==> config.mk <==
export PLATFORM = sky130hd
export DESIGN_NAME = rv_gpr_wb_arb_flat
export DESIGN_NICKNAME = d
export VERILOG_FILES = /design/src/rtl/rv_gpr_wb_arb_pkg.sv /design/src/rtl/rv_gpr_wb_arb_if.sv /design/src/rtl/rv_gpr_wb_arb_rr.sv /design/src/rtl/rv_gpr_wb_arb.sv /design/src/flat_wrapper.sv
export SDC_FILE = /design/constraint.sdc
export NUM_CORES = 1
export LEC_CHECK = 0
export BUFFER_PORTS_ARGS = -buffer_cell sky130_fd_sc_hd__clkbuf_2
export CAP_MARGIN = 25
export CELL_PAD_IN_SITES_DETAIL_PLACEMENT = 1
export CELL_PAD_IN_SITES_GLOBAL_PLACEMENT = 1
export CORE_ASPECT_RATIO = 1.5
export CORE_MARGIN = 5
export CORE_UTILIZATION = 39
export DETAILED_ROUTE_END_ITERATION = 6
export PLACE_DENSITY_LB_ADDON = 0.3
export RECOVER_POWER = 100
export REMOVE_ABC_BUFFERS = 1
export SKIP_LAST_GASP = 1
export SLEW_MARGIN = 5
export SYNTH_ARGS = -nofsm -noshare
export SYNTH_HDL_FRONTEND = slang
export SYNTH_HIERARCHICAL = 1
export SYNTH_SLANG_ARGS = --single-unit
export TNS_END_PERCENT = 10
==> constraint.sdc <==
create_clock -name clk_i -period 5.6 [get_ports clk_i]
set_input_delay 0.84 -clock clk_i [delete_from_list [all_inputs] [get_ports clk_i]]
set_output_delay 0.84 -clock clk_i [all_outputs]
set_load 0.005 [all_outputs]
==> src/rtl/rv_gpr_wb_arb_pkg.sv <==
// Shared types and widths for the GPR writeback arbiter and scoreboard.
package rv_gpr_wb_arb_pkg;

    localparam int unsigned XLEN       = 32;
    localparam int unsigned GPR_ADDR_W = 5;
    localparam int unsigned NUM_GPR    = 32;

    // Which source owns the write port in a given cycle
    typedef enum logic [1:0] {
        WB_NONE,
        WB_ALU,
        WB_LSU,
        WB_MDU
    } wb_src_e;

    // Result payload offered by an execution unit
    typedef struct packed {
        logic                  valid;
        logic [GPR_ADDR_W-1:0] rd;
        logic [XLEN-1:0]       data;
    } wb_req_t;

    // One-hot decode of a register index
    function automatic logic [NUM_GPR-1:0] rd_onehot(input logic [GPR_ADDR_W-1:0] rd);
        return NUM_GPR'(1) << rd;
    endfunction

endpackage

==> src/rtl/rv_gpr_wb_arb_if.sv <==
// Result buses from ALU/LSU/MDU into the writeback arbiter.
interface rv_gpr_wb_arb_if;
    import rv_gpr_wb_arb_pkg::*;

    wb_req_t alu;
    wb_req_t lsu;
    logic    lsu_ready;
    wb_req_t mdu;
    logic    mdu_ready;

    // Execution units drive results and observe acceptance
    modport master (
        output alu, lsu, mdu,
        input  lsu_ready, mdu_ready
    );

    // Arbiter consumes results and returns acceptance
    modport slave (
        input  alu, lsu, mdu,
        output lsu_ready, mdu_ready
    );

endinterface

==> src/rtl/rv_gpr_wb_arb_rr.sv <==
// Two-way arbiter between LSU (req[0]) and MDU (req[1]) long-latency results.
module rv_gpr_wb_arb_rr #(
    parameter bit RR_EN = 1'b1
) (
    input  logic       clk_i,
    input  logic       arstn_i,
    input  logic [1:0] req,
    input  logic       adv,
    output logic [1:0] gnt_c
);

    // 0: LSU served last, 1: MDU served last
    logic last_q;

    // Grant the requester that was not served last, or LSU under fixed priority
    always_comb begin
        gnt_c = 2'b00;
        if (req == 2'b11) begin
            if (RR_EN) begin
                gnt_c = last_q ? 2'b01 : 2'b10;
            end else begin
                gnt_c = 2'b01;
            end
        end else begin
            gnt_c = req;
        end
    end

    // Remember who was served; moves only on an accepted long result
    always_ff @(posedge clk_i or negedge arstn_i) begin
        if (!arstn_i) begin
            last_q <= 1'b1;
        end else if (adv) begin
            last_q <= gnt_c[1];
        end
    end

endmodule

==> src/rtl/rv_gpr_wb_arb.sv <==
// Writeback arbiter for the single GPR write port plus busy scoreboard for long ops.
module rv_gpr_wb_arb
    import rv_gpr_wb_arb_pkg::*;
#(
    parameter bit RR_EN = 1'b1
) (
    input  logic                  clk_i,
    input  logic                  arstn_i,
    input  logic                  iss_valid_i,
    input  logic [GPR_ADDR_W-1:0] iss_rd_i,
    input  logic [GPR_ADDR_W-1:0] q1_addr_i,
    input  logic [GPR_ADDR_W-1:0] q2_addr_i,
    input  logic [GPR_ADDR_W-1:0] qd_addr_i,
    output logic                  q1_busy_o,
    output logic                  q2_busy_o,
    output logic                  qd_busy_o,
    rv_gpr_wb_arb_if.slave        wb,
    output logic                  wr_en_o,
    output logic [GPR_ADDR_W-1:0] wr_addr_o,
    output logic [XLEN-1:0]       wr_data_o
);

    logic [1:0]         long_req;
    logic [1:0]         long_gnt;
    wb_src_e            win_src;
    wb_req_t            win;
    logic               wr_long_q;
    logic [NUM_GPR-1:0] busy_q;
    logic [NUM_GPR-1:0] busy_set;
    logic [NUM_GPR-1:0] busy_clr;

    // ALU has no backpressure, so long results only compete when the ALU is idle
    assign long_req = {wb.mdu.valid, wb.lsu.valid} & {2{~wb.alu.valid}};

    rv_gpr_wb_arb_rr #(
        .RR_EN (RR_EN)
    ) u_rr (
        .clk_i   (clk_i),
        .arstn_i (arstn_i),
        .req     (long_req),
        .adv     (|long_gnt),
        .gnt_c   (long_gnt)
    );

    assign wb.lsu_ready = long_gnt[0];
    assign wb.mdu_ready = long_gnt[1];

    // Select the winning result for this cycle
    always_comb begin
        win_src = WB_NONE;
        win     = '0;
        if (wb.alu.valid) begin
            win_src = WB_ALU;
            win     = wb.alu;
        end else if (long_gnt[0]) begin
            win_src = WB_LSU;
            win     = wb.lsu;
        end else if (long_gnt[1]) begin
            win_src = WB_MDU;
            win     = wb.mdu;
        end
    end

    // Register the winner; x0 results are consumed without a write and address/data hold
    always_ff @(posedge clk_i or negedge arstn_i) begin
        if (!arstn_i) begin
            wr_en_o   <= 1'b0;
            wr_addr_o <= '0;
            wr_data_o <= '0;
            wr_long_q <= 1'b0;
        end else begin
            wr_en_o   <= win.valid && (win.rd != '0);
            wr_long_q <= ((win_src == WB_LSU) || (win_src == WB_MDU)) && (win.rd != '0);
            if (win.valid && (win.rd != '0)) begin
                wr_addr_o <= win.rd;
                wr_data_o <= win.data;
            end
        end
    end

    // Set on issue of a long op, clear once its GPR write is on the port
    always_comb begin
        busy_set = (iss_valid_i && (iss_rd_i != '0)) ? rd_onehot(iss_rd_i) : '0;
        busy_clr = (wr_en_o && wr_long_q) ? rd_onehot(wr_addr_o) : '0;
    end

    // Scoreboard update; set wins over clear and x0 is never busy
    always_ff @(posedge clk_i or negedge arstn_i) begin
        if (!arstn_i) begin
            busy_q <= '0;
        end else begin
            busy_q <= ((busy_q & ~busy_clr) | busy_set) & ~NUM_GPR'(1);
        end
    end

    assign q1_busy_o = busy_q[q1_addr_i];
    assign q2_busy_o = busy_q[q2_addr_i];
    assign qd_busy_o = busy_q[qd_addr_i];

    // Decode must stall rather than issue a second long op to a pending rd
    a_iss_not_busy : assert property (
        @(posedge clk_i) disable iff (!arstn_i)
        (iss_valid_i && (iss_rd_i != '0)) |-> !busy_q[iss_rd_i]
    );

endmodule

==> src/flat_wrapper.sv <==
// flat-port wrapper written by rule: the top's interface ports become plain ports
module rv_gpr_wb_arb_flat import rv_gpr_wb_arb_pkg::*;
#(
    parameter bit RR_EN = 1'b1
)
  (clk_i, arstn_i, iss_valid_i, iss_rd_i, q1_addr_i, q2_addr_i, qd_addr_i, q1_busy_o, q2_busy_o, qd_busy_o, wr_en_o, wr_addr_o, wr_data_o, wb_alu, wb_lsu, wb_mdu, wb_lsu_ready, wb_mdu_ready);
  rv_gpr_wb_arb_if wb_i ();
  input  logic clk_i;
  input  logic arstn_i;
  input  logic iss_valid_i;
  input  logic [GPR_ADDR_W-1:0] iss_rd_i;
  input  logic [GPR_ADDR_W-1:0] q1_addr_i;
  input  logic [GPR_ADDR_W-1:0] q2_addr_i;
  input  logic [GPR_ADDR_W-1:0] qd_addr_i;
  output logic q1_busy_o;
  output logic q2_busy_o;
  output logic qd_busy_o;
  output logic wr_en_o;
  output logic [GPR_ADDR_W-1:0] wr_addr_o;
  output logic [XLEN-1:0] wr_data_o;
  input wire logic [$bits(wb_i.alu)-1:0] wb_alu;
  input wire logic [$bits(wb_i.lsu)-1:0] wb_lsu;
  input wire logic [$bits(wb_i.mdu)-1:0] wb_mdu;
  output wire logic [$bits(wb_i.lsu_ready)-1:0] wb_lsu_ready;
  output wire logic [$bits(wb_i.mdu_ready)-1:0] wb_mdu_ready;
  assign wb_i.alu = wb_alu;
  assign wb_i.lsu = wb_lsu;
  assign wb_i.mdu = wb_mdu;
  assign wb_lsu_ready = wb_i.lsu_ready;
  assign wb_mdu_ready = wb_i.mdu_ready;
  rv_gpr_wb_arb #(.RR_EN(RR_EN)) u_core (.clk_i(clk_i), .arstn_i(arstn_i), .iss_valid_i(iss_valid_i), .iss_rd_i(iss_rd_i), .q1_addr_i(q1_addr_i), .q2_addr_i(q2_addr_i), .qd_addr_i(qd_addr_i), .q1_busy_o(q1_busy_o), .q2_busy_o(q2_busy_o), .qd_busy_o(qd_busy_o), .wb(wb_i), .wr_en_o(wr_en_o), .wr_addr_o(wr_addr_o), .wr_data_o(wr_data_o));
endmodule
# ---- Word level (Yosys, flattened, before mapping)
# Index checks and enable logic that the tools add are counted.
dict set report op_classes {
  n_mux 16
  order_cmp 3
  bitwise 5
  shifts 2
  n_eq_ne 3
  n_reduce_logical 8
}
# op count
set op_table {}
lappend op_table {{38-bit two-way mux} 3}
lappend op_table {{32-bit two-way mux} 2}
lappend op_table {{1-bit by 5-bit left shift with 32-bit output (first input constant)} 2}
lappend op_table {{32-bit bitwise AND} 1}
lappend op_table {{32-bit inverter} 1}
lappend op_table {{32-bit bitwise OR} 1}
lappend op_table {{5-bit by 6-bit less-than comparator with 1-bit output (second input constant)} 3}
lappend op_table {{1-bit binary-select mux with 5-bit select} 3}
lappend op_table {{2-bit two-way mux} 5}
lappend op_table {{5-bit nonzero test} 2}
lappend op_table {{2-bit equality test (second input constant)} 3}
lappend op_table {{1-bit logical AND} 4}
lappend op_table {{1-bit two-way mux} 3}
lappend op_table {{2-bit bitwise AND} 1}
lappend op_table {{2-bit OR reduction} 1}
lappend op_table {{1-bit logical OR} 1}
lappend op_table {{1-bit inverter} 1}
dict set report totals {
  word_cells 43
  output_inout_bits 43
  ff_bits 71
}

# ---- Longest topological paths before layout
# Gate-level depths: netlist (run 1).
dict set report logic_depth {
  ltp_word 10
  mapped_depth 13
  ltp_nobuf 7
}

# ---- Hierarchy
# The synthesis (run 1) kept the hierarchy.
# module cells_each area_per_inst_um2 instances
set modules_own_cells {}
lappend modules_own_cells {rv_gpr_wb_arb 400 4215.3 1}
lappend modules_own_cells {rv_gpr_wb_arb_rr 5 63.8 1}

# ---- Worst setup path before layout (run 1)
# OpenSTA, ideal clock, no wires.
dict set report synth_timing {
  path_type {input to register}
  startpoint {in wb_alu[37]}
  endpoint {reg u_core.wr_data_o[17]}
  required_ns 5.475
  cell_stages 13
  path_buffers 6
  arrival_ns 3.051
  setup_time_ns 0.125
  slack_ns 2.425
  path_cell_list {buf_2 clkbuf_1 nor2b_1 a21boi_0 buf_2 buf_6 a21oi_1 a21oi_1 nor3_2 a21oi_2 buf_6 buf_6 mux2_2}
}
dict set report synth_between {
  word_cells_on_any_way 9
  classes_between {eq/ne: 1; mux: 4; bitwise: 2; reduce/logical: 2}
}
# item line_no
set synth_rtl {}
lappend synth_rtl {{start: declaration} flat_wrapper.sv:21} ;# input wire logic [$bits(wb_i.alu)-1:0] wb_alu;
lappend synth_rtl {{1-bit inverter (*)} rv_gpr_wb_arb.sv:33} ;# assign long_req = {wb.mdu.valid, wb.lsu.valid} & {2{~wb.alu.valid}};
lappend synth_rtl {{2-bit bitwise AND (*)} rv_gpr_wb_arb.sv:33}
lappend synth_rtl {{via u_core.long_req[0]} rv_gpr_wb_arb.sv:23} ;# logic [1:0] long_req;
lappend synth_rtl {{2-bit equality test} rv_gpr_wb_arb_rr.sv:18} ;# if (req == 2'b11) begin
lappend synth_rtl {{2-bit two-way mux (*)} rv_gpr_wb_arb_rr.sv:18}
lappend synth_rtl {{via wb_lsu_ready} flat_wrapper.sv:24} ;# output wire logic [$bits(wb_i.lsu_ready)-1:0] wb_lsu_ready;
lappend synth_rtl {{38-bit two-way mux (*)} rv_gpr_wb_arb.sv:55} ;# end else if (long_gnt[0]) begin
lappend synth_rtl {{38-bit two-way mux (*)} rv_gpr_wb_arb.sv:52} ;# if (wb.alu.valid) begin
lappend synth_rtl {{5-bit nonzero test} rv_gpr_wb_arb.sv:74} ;# if (win.valid && (win.rd != '0)) begin
lappend synth_rtl {{1-bit logical AND} rv_gpr_wb_arb.sv:74}
lappend synth_rtl {{end signal: assignment} rv_gpr_wb_arb.sv:76} ;# wr_data_o <= win.data;
lappend synth_rtl {{end: declaration} rv_gpr_wb_arb.sv:20} ;# output logic [XLEN-1:0] wr_data_o
# The timed path passes the listed nets; every way through them passes the cells marked *.
# A chain may end at the register's enable or synchronous reset.

# ---- Worst setup path in the final report (run 1)
dict set report layout_timing {
  startpoint {in wb_mdu[37]}
  endpoint {reg u_core.wr_data_o[25]}
}
dict set report layout_between {
  elab_chain_cells 8
}
# item line_no
set layout_lines {}
lappend layout_lines {{start: declaration} flat_wrapper.sv:23} ;# input wire logic [$bits(wb_i.mdu)-1:0] wb_mdu;
lappend layout_lines {{2-bit bitwise AND (*)} rv_gpr_wb_arb.sv:33}
lappend layout_lines {{via u_core.long_req[1]} rv_gpr_wb_arb.sv:23}
lappend layout_lines {{2-bit equality test} rv_gpr_wb_arb_rr.sv:18}
lappend layout_lines {{2-bit two-way mux (*)} rv_gpr_wb_arb_rr.sv:18}
lappend layout_lines {{38-bit two-way mux} rv_gpr_wb_arb.sv:58} ;# end else if (long_gnt[1]) begin
lappend layout_lines {{38-bit two-way mux (*)} rv_gpr_wb_arb.sv:55}
lappend layout_lines {{38-bit two-way mux (*)} rv_gpr_wb_arb.sv:52}
lappend layout_lines {{5-bit nonzero test} rv_gpr_wb_arb.sv:74}
lappend layout_lines {{1-bit logical AND} rv_gpr_wb_arb.sv:74}
# Marks and branches as above.

==> metrics, run 1 <==
Final Hold Fails 0; Post-Route Utilization 51.19%; worst-case clock buffer depth 2; Design Power 1.754 mW; final period utilization 74.20%; normalized max-slew margin 13.31%; pre-CTS WS 1.858 ns; largest net degree at the start of global routing 78; Slowest-stage cell, CP a21oi_1; Avg Cell Area, Syn 10.57 sq um; Critical Path RT 5.81 ns; nets@finish 709; DRC violations left 0; core area 10880 sq um; Die X 95.53 um; total global routing overflow 0; hpwl dp 11870 um; Filler Cell Count 1285; Int Pwr 1.264 mW; worst hold slack 0.5091 ns; clock latency reported for the late side of the worst-skew pair 0.32 ns; post-synth cell types 33; gr usage total 23.17%; Initial Util 39.33%; Final Max Slew Viols 0; Async S/R FF share, synth 100.0%; max-capacitance violation count 0; First DRT Iteration DRCs 126; Die Ht 138.3 um; number of synthesized flops with an enable pin 0; RSZ-0062 raised after global routing false; register share of total power 39.1%; Area Growth Syn to Fin 30.15%; RePlAce Congestion 0.8054; Final ANT Viol Nets 0; CP Buf/Inv Count 2; Cells after Synth 405; row count 47; final instance area 5569 sq um; total I/O pin count 180; Hold Crit Class reg2reg; DR vias 4081; CTS Sinks 71; Worst setup EP type register; DIE AREA 13210 sq um; Final TNS setup 0 ns; Logic pwr share 23.3%; Worst-Margin Slew 1.300 ns; Post-synth top cells o21ai_0, dfrtp_1, nand2_1, mux2_2, a22oi_1; TritonCTS clock tree built; WL final 14920 um; clk root buf clkbuf_16; WHS Path Cells 1; number of gates resized after CTS 0; CP Max Fanout 27; worst path cell trace clkbuf_1, nor2b_1, a21boi_0, nand3b_1, a21oi_1, nor3_1, a21oi_1, buf_16, mux2_2; IO buf count 179; Worst EP arrival 4.36 ns; cell area after synthesis 4279 sq um; crit path from wb_mdu[37]; worst r2r path cells 7; ys flop type dfrtp_1; pwr dens 315.0 nW/um^2; Worst R2R End u_core/wr_data_o[25]$_DFFE_PN0P_; status finished, final reports clean; Post-CTS Setup Bufs 0; r2r setup slk 2.06 ns; largest cells by area after synthesis dfrtp_1, mux4_2, o21ai_0, mux2_2, a22oi_1; Non-Filler Instances 724; Avg WL per Cell 20.61 um; DP Cell Count 707; CP delay by family, top compound AO/OA/AOI/OAI gates; placed cell area 5268 sq um; switching share of power 27.96%; ant diodes 0; min Tclk post-route 4.155 ns; YS warnings 6; worst r2r src u_core/u_rr/last_q$_DFFE_PN1P_; biggest area consumer among synthesized cells dfrtp_1; Worst Setup EP u_core/wr_data_o[25]$_DFFE_PN0P_; Yosys top cell area share 40.94%; number of hold buffers added after CTS 0; first-pass GRT wire length 23580 um; antenna violations before repair 0; highest clock rate 0.2407 GHz; final setup fails 0; count leader, synth o21ai_0; drt pass-1 iters 5; share of cells above drive strength 1 39.34%; FF+latch count, synth 71; Crit path top cell by count a21oi_1; clock network power share 37.6%; number of global-route vias before repair 4550; Vias/cell 5.637; CTS buffer count 9; CTS H-tree depth 3; Crit Path Class in2reg; footprint of the multi-input gates 2322 sq um; Worst Skew 0.004431 ns; setup ws final 1.445 ns; Startpoint Class input pin; Reg area 1778 sq um; Sw Pwr 0.4905 mW; sequential area share after synthesis 41.55%; Crit path depth 9; worst vdd ir 167.9 uV; P_leak 2.320 nW; clock slew at reported path FFs 0.06 ns; CP peak stage delay 1.02 ns
[layout make-up]
cell class | count | share of cell area (%)
inverters | 10 | 0.6740
multi-input cells | 296 | 41.70
repair buffers | 184 | 16.18
clock inverters | 5 | 1.865
clock buffers | 11 | 4.359
flip-flops and latches | 71 | 31.93
well taps | 147 | 3.303
[per-layer routing]
layer	wire, um	GRT usage [%]	up-vias
li1	-	-	1874
met1	5454	26.50	1996
met2	7936	40.76	180
met3	1042	5.380	31
met4	486	9.070	0
met5	0	0	-
[state kept, by name, summed over array words and instances, names as in the netlist]
| signal | cells |
|---|---|
| u_core/wr_data_o | 32 |
| u_core/busy_q | 31 |
| u_core/wr_addr_o | 5 |
| u_core/u_rr/last_q | 1 |
| u_core/wr_en_o | 1 |
| u_core/wr_long_q | 1 |
[worst min path at each step]
stage / end / startpoint
final: u_core/wr_data_o[1]$_DFFE_PN0P_ / u_core/wr_data_o[1]$_DFFE_PN0P_
after global routing: u_core/wr_data_o[30]$_DFFE_PN0P_ / u_core/wr_data_o[30]$_DFFE_PN0P_
after CTS: u_core/wr_data_o[17]$_DFFE_PN0P_ / u_core/wr_data_o[17]$_DFFE_PN0P_
after detailed placement: u_core/wr_data_o[1]$_DFFE_PN0P_ / u_core/wr_data_o[1]$_DFFE_PN0P_
after global placement: u_core/wr_data_o[14]$_DFFE_PN0P_ / u_core/wr_data_o[14]$_DFFE_PN0P_
after floorplan: u_core/busy_q[26]$_DFF_PN0_ / u_core/busy_q[26]$_DFF_PN0_
[power by group through the flow]
stage / combinational, mW / sequential (mW) / clock (mW)
6_report: 0.409 / 0.686 / 0.659
3_3_place_gp: 0.401 / 0.682 / 0
5_1_grt: 0.450 / 0.697 / 0.698
2_1_floorplan: 0.224 / 0.666 / 0
4_1_cts: 0.423 / 0.685 / 0.672
3_5_place_dp: 0.421 / 0.692 / 0
[cells by family (layout without fill, tap and decap cells)]
| group | after synthesis | in the layout | synth area share, % |
|---|---|---|---|
| multiplexers | 66 | 66 | 24.47 |
| flip-flops | 71 | 71 | 41.55 |
| AO/OA/AOI/OAI | 153 | 153 | 20.79 |
| buffers and inverters | 38 | 210 | 4.210 |
| AND/OR/NAND/NOR | 77 | 77 | 8.977 |
[worst register-to-register path: cells and delay by family, from the launching register on]
family                 cells  cell delay [ns]
multiplexers               1             0.37
AND/OR/NAND/NOR            2             0.28
buffers and inverters      1             0.26
flip-flops                 1             0.38
AO/OA/AOI/OAI              3             2.13
[cells in the final DEF (no fill, tap or decap), types with 3 or more instances in the layout]
cell,count
clkbuf_2,136
o21ai_0,96
dfrtp_1,70
clkbuf_1,43
nand2_1,41
mux2_2,35
a22oi_1,32
mux4_2,27
a21oi_1,15
nand3b_1,10
inv_1,10
clkbuf_16,9
nand3_1,8
nor2b_1,5
buf_4,4
nor2_1,4
bufinv_16,3
mux2i_1,3
Note: power is estimated with default switching activity, not from simulation.
==> run 2: changes to the inputs <==
--- a/config.mk
+++ b/config.mk
@@ -11,7 +11,7 @@
 export CELL_PAD_IN_SITES_GLOBAL_PLACEMENT = 1
 export CORE_ASPECT_RATIO = 1.5
 export CORE_MARGIN = 5
-export CORE_UTILIZATION = 39
+export CORE_UTILIZATION = 33
 export DETAILED_ROUTE_END_ITERATION = 6
 export PLACE_DENSITY_LB_ADDON = 0.3
 export RECOVER_POWER = 100
==> constraint.sdc (replaced) <==
create_clock -name clk_i -period 3.8 [get_ports clk_i]
set_input_delay 0.57 -clock clk_i [delete_from_list [all_inputs] [get_ports clk_i]]
set_output_delay 0.57 -clock clk_i [all_outputs]
set_load 0.005 [all_outputs]
==> run 2 against run 1 <==
  * The run now ends with capacitance limit, slew limit left
  * Wire length down 3.8%
  * Setup slack worse by 0.78 ns
  * Die area grew 17%
  * Combinational power up 44%
  * Sequential power up 46%
  * Sequential share of layout area up 0.079 points
  * Count of clock-buffer cells in the layout is 1 lower
  * Global-route usage shrank 3.8 points
  * Register-to-register slack worse by 1.0 ns
  * Worst hold slack worse by 0.43 ns
  * Critical path type is now in2out
  * Highest routed layer unchanged
==> metrics, run 2 (synthesis gave the netlist of run 1 again) <==
normalized max-slew margin -10.59%; WL final 14360 um; Final Max Slew Viols 68; first-pass GRT wire length 22850 um; CP Buf/Inv Count 2; placed cell area 5298 sq um; largest net degree at the start of global routing 76; final setup fails 0; Final Hold Fails 0; Worst Skew 0.006453 ns; DR vias 4020; CTS Sinks 71; Slowest-stage cell, CP mux4_2; Worst-Margin Slew 1.659 ns; TritonCTS clock tree built; setup ws final 0.6615 ns; hpwl dp 11610 um; pre-CTS WS 0.7614 ns; worst path cell trace clkbuf_1, mux4_2, mux4_2, mux2_2, clkbuf_2; CP Max Fanout 9; IO buf count 179; Design Power 2.480 mW; total I/O pin count 180; worst vdd ir 184.1 uV; worst r2r path cells 7; antenna violations before repair 0; DRC violations left 0; gr usage total 19.36%; final period utilization 82.59%; Startpoint Class input pin; number of global-route vias before repair 4372; DIE AREA 15390 sq um; clock slew at reported path FFs 0.06 ns; Largest Register u_core/wr_data_o; final instance area 5555 sq um; max FFs per register 32; ant diodes 0; Crit Path Class in2out; max-capacitance violation count 1; Critical Path RT 3.23 ns; Die X 103.0 um; share of cells above drive strength 1 40.14%; Hold Crit Class in2async; drt pass-1 iters 4; most frequent cells in the layout clkbuf_2, o21ai_0, dfrtp_1; clk root buf clkbuf_16; Post-CTS Setup Bufs 0; CP peak stage delay 0.60 ns; Die Ht 149.5 um; CTS H-tree depth 3; CTS buffer count 9; Initial Util 33.36%; pwr dens 446.4 nW/um^2; RSZ-0062 raised after global routing false; number of hold buffers added after CTS 0; worst-case clock buffer depth 2; Vias/cell 5.455; core area 12830 sq um; Worst setup EP type primary output; Crit path depth 5; CP delay by family, top multiplexers; Final ANT Viol Nets 0; min Tclk post-route 3.138 ns; status finished with violations; First DRT Iteration DRCs 66; Filler Cell Count 1503; P_leak 2.303 nW; number of gates resized after CTS 0; nets@finish 710; highest clock rate 0.3186 GHz; Avg WL per Cell 19.48 um; clock latency reported for the late side of the worst-skew pair 0.33 ns; Crit path top cell by count mux4_2; total global routing overflow 0; commonest non-fill, non-tap cell in the layout clkbuf_2; Worst EP arrival 2.57 ns; biggest regs u_core/wr_data_o (32), u_core/busy_q (31), u_core/wr_addr_o (5); failing checks capacitance limit, slew limit; RePlAce Congestion 0.8061; row count 51; Area Growth Syn to Fin 29.82%
[run 2: worst paths after layout]
path	startpoint	to	slack (ns)
setup / recovery	q2_addr_i[0]	q2_busy_o	0.66
hold / removal	arstn_i	u_core/wr_data_o[26]$_DFFE_PN0P_	0.08
setup reg to reg	u_core/u_rr/last_q$_DFFE_PN1P_	u_core/wr_data_o[5]$_DFFE_PN0P_	1.06
hold reg to reg	u_core/wr_data_o[17]$_DFFE_PN0P_	u_core/wr_data_o[17]$_DFFE_PN0P_	0.51
max in group asynchronous	arstn_i	u_core/busy_q[8]$_DFF_PN0_	1.83
min in group clk_i	iss_rd_i[4]	u_core/busy_q[4]$_DFF_PN0_	0.48
[run 2: cell type report]
class                      count  area (sq um)  area share (%)
inverter                      10         37.54          0.6757
clock inverter                 6         85.08           1.532
tap                          159         198.9           3.581
multi-input combinational    296          2338           42.09
sequential                    71          1778           32.00
timing repair buffer         185         888.4           15.99
clock buffer                  10         229.0           4.122
[run 2: metal layers]
layer  up-vias  part of all wire [%]  GRT usage (%)
li1       1881                     -              -
met1      1968                    36          21.41
met2       153                    54          34.48
met4         0                   1.8          5.833
met5         -                     0              0
met3        18                   8.4          6.530
[run 2: where the power goes]
part / leakage (nW) / total [mW] / internal (mW) / switching (mW)
clock: 0.148 / 0.887 / 0.572 / 0.315
sequential: 0.788 / 1.00 / 0.888 / 0.115
combinational: 1.37 / 0.590 / 0.312 / 0.278
[run 2: stage by stage]
stage | cells | TNS [ns] | utilization (%) | hold WS (ns)
after CTS | 737 | 0 | 43.75 | 0.03122
after detailed placement | 721 | 0 | 41.30 | 0.3913
after floorplan | 377 | -79.32 | - | 0.2744
final | 737 | 0 | 43.31 | 0.08106
after global routing | 737 | 0 | 43.31 | 0.08009
after global placement | 721 | 0 | 41.30 | 0.3866
==> run 3: changes to the inputs <==
--- a/config.mk
+++ b/config.mk
@@ -11,7 +11,7 @@
 export CELL_PAD_IN_SITES_GLOBAL_PLACEMENT = 1
 export CORE_ASPECT_RATIO = 1.5
 export CORE_MARGIN = 5
-export CORE_UTILIZATION = 33
+export CORE_UTILIZATION = 36
 export DETAILED_ROUTE_END_ITERATION = 6
 export PLACE_DENSITY_LB_ADDON = 0.3
 export RECOVER_POWER = 100
==> constraint.sdc (replaced) <==
create_clock -name clk_i -period 3.2 [get_ports clk_i]
set_input_delay 0.48 -clock clk_i [delete_from_list [all_inputs] [get_ports clk_i]]
set_output_delay 0.48 -clock clk_i [all_outputs]
set_load 0.005 [all_outputs]
==> run 3 against run 2 <==
  * The run still ends with capacitance limit, slew limit left
  * Worst hold slack better by 0.33 ns
  * Critical endpoint is now q1_busy_o
  * First-iteration DRC count up 17%
  * Wire length rose by 0.46%
  * Highest routed layer unchanged
  * Final cell count down 0.95%
  * Clock skew down 0.0021 ns
  * Core utilization grew 4.8 points
  * Clock power increased by 15%
  * Global-route usage increased by 1.0 points
  * Via count increased by 0.75%
  * Sequential share of layout area shrank 0.10 points
  * Total power grew 18%
  * Setup slack lost 0.16 ns
==> metrics, run 3 (synthesis gave the netlist of run 1 again) <==
clk root buf clkbuf_16; worst path cell trace clkbuf_2, mux4_2, mux4_2, mux2_2, clkbuf_2; min Tclk post-route 2.697 ns; clock network power share 34.8%; hpwl dp 11760 um; Design Power 2.922 mW; Final TNS setup 0 ns; CP delay by family, top multiplexers; Die Ht 143.5 um; RSZ-0062 raised after global routing false; First DRT Iteration DRCs 77; commonest non-fill, non-tap cell in the layout clkbuf_2; most frequent cells in the layout clkbuf_2, o21ai_0, dfrtp_1; RePlAce Congestion 0.9264; CP Buf/Inv Count 2; pwr dens 524.3 nW/um^2; max-capacitance violation count 1; final setup fails 0; Top Metal Used met4; DRC violations left 0; CP Max Fanout 9; number of gates resized after CTS 0; Initial Util 36.92%; DIE AREA 14210 sq um; Die X 99.02 um; CTS H-tree depth 3; ant diodes 0; register share of total power 40.8%; clock slew at reported path FFs 0.06 ns; max FFs per register 32; row count 48; total global routing overflow 0; core area 11590 sq um; biggest regs u_core/wr_data_o (32), u_core/busy_q (31), u_core/wr_addr_o (5); Worst EP arrival 2.22 ns; Vias/cell 5.548; CP peak stage delay 0.57 ns; worst vdd ir 274.7 uV; Worst-Margin Slew 1.633 ns; number of global-route vias before repair 4499; drt pass-1 iters 4; gr usage total 20.41%; wl on met1 5105 um; DR vias 4050; Worst Skew 0.004328 ns; Final Max Slew Viols 38; highest clock rate 0.3708 GHz; share of cells above drive strength 1 40.34%; Area Growth Syn to Fin 30.23%; P_leak 2.334 nW; antenna violations before repair 0; Non-Filler Instances 730; first-pass GRT wire length 22680 um; clock latency reported for the late side of the worst-skew pair 0.33 ns; WL final 14420 um; total I/O pin count 180; Final ANT Viol Nets 0; met2 WL 7959 um; Worst setup EP type primary output; Int Pwr 2.072 mW; Slowest-stage cell, CP mux4_2; final period utilization 84.27%; worst-case clock buffer depth 2; failing checks capacitance limit, slew limit; status finished with violations; placed cell area 5299 sq um; nets@finish 712; Sw Pwr 0.8500 mW; largest net degree at the start of global routing 78; switching share of power 29.09%; Crit Path Class in2out; met3 WL 1034 um; Final Hold Fails 0; Hold Crit Class in2reg; Critical Path RT 2.72 ns; CTS Sinks 71; DP Cell Count 712; final instance area 5573 sq um; Logic pwr share 24.4%; Largest Register u_core/wr_data_o; CTS buffer count 9; Filler Cell Count 1363; IO buf count 179; TritonCTS clock tree built; normalized max-slew margin -8.845%; Startpoint Class input pin; Avg WL per Cell 19.76 um
## run 3: worst register-to-register path: stages, from the launching register on
cell      delay, ns
dfstp_1        0.57
inv_1          0.09
a21boi_4       0.37
a21oi_1        0.12
a21oi_1        0.26
nor3_1         0.15
a21oi_4        0.27
buf_12         0.24
mux2_2         0.38
## run 3: routing by layer
layer / vias up / track usage, %
met2: 164 / 38.56
met5: - / 0
met3: 24 / 5.877
met4: 0 / 6.906
met1: 1985 / 21.43
li1: 1877 / -
## run 3: area by class of cell
class | instances | area, sq um | share of cell area [%]
Timing Repair Buffer | 187 | 923.4 | 16.57
Multi-Input combinational cell | 296 | 2337 | 41.94
Tap cell | 150 | 187.7 | 3.368
Clock buffer | 11 | 252.7 | 4.535
Inverter | 10 | 37.54 | 0.6736
Clock inverter | 5 | 56.30 | 1.010
Sequential cell | 71 | 1778 | 31.90
## run 3: per-stage QoR
step / util [%] / hold WS, ns / setup slack, ns
after CTS: 48.38 / 0.3208 / 0.4813
after detailed placement: 45.71 / 0.4981 / 0.3852
after floorplan: - / 0.1844 / -2.615
after global placement: 45.71 / 0.4897 / 0.4875
after global routing: 48.08 / 0.3926 / 0.2715
final: 48.08 / 0.4063 / 0.5034
## run 3: repair_timing
| action | CTS | global route |
|---|---|---|
| setup buffers | 0 | 0 |
| hold buffers | 0 | 1 |
| endpoints found under the hold margin | 0 | 4 |
## run 3: worst paths after layout
| kind | startpoint | slack, ns | endpoint | cells past startpoint |
|---|---|---|---|---|
| worst max-delay path | q1_addr_i[0] | 0.50 | q1_busy_o | 5 |
| worst min-delay path | iss_rd_i[3] | 0.41 | u_core/busy_q[4]$_DFF_PN0_ | 2 |
| worst max register to register | u_core/u_rr/last_q$_DFFE_PN1P_ | 0.63 | u_core/wr_data_o[23]$_DFFE_PN0P_ | 8 |
| worst min register to register | u_core/wr_data_o[16]$_DFFE_PN0P_ | 0.51 | u_core/wr_data_o[16]$_DFFE_PN0P_ | 1 |
| max in group asynchronous | arstn_i | 0.67 | u_core/busy_q[11]$_DFF_PN0_ | 4 |
| min in group asynchronous | arstn_i | 0.55 | u_core/wr_data_o[25]$_DFFE_PN0P_ | 2 |
## run 3: power groups by stage
stage	clock (mW)	combinational (mW)	sequential, mW
final	1.02	0.713	1.19
after global placement	0	0.708	1.19
after detailed placement	0	0.738	1.21
after global routing	1.08	0.790	1.21
after floorplan	0	0.393	1.17
after CTS	1.04	0.742	1.19
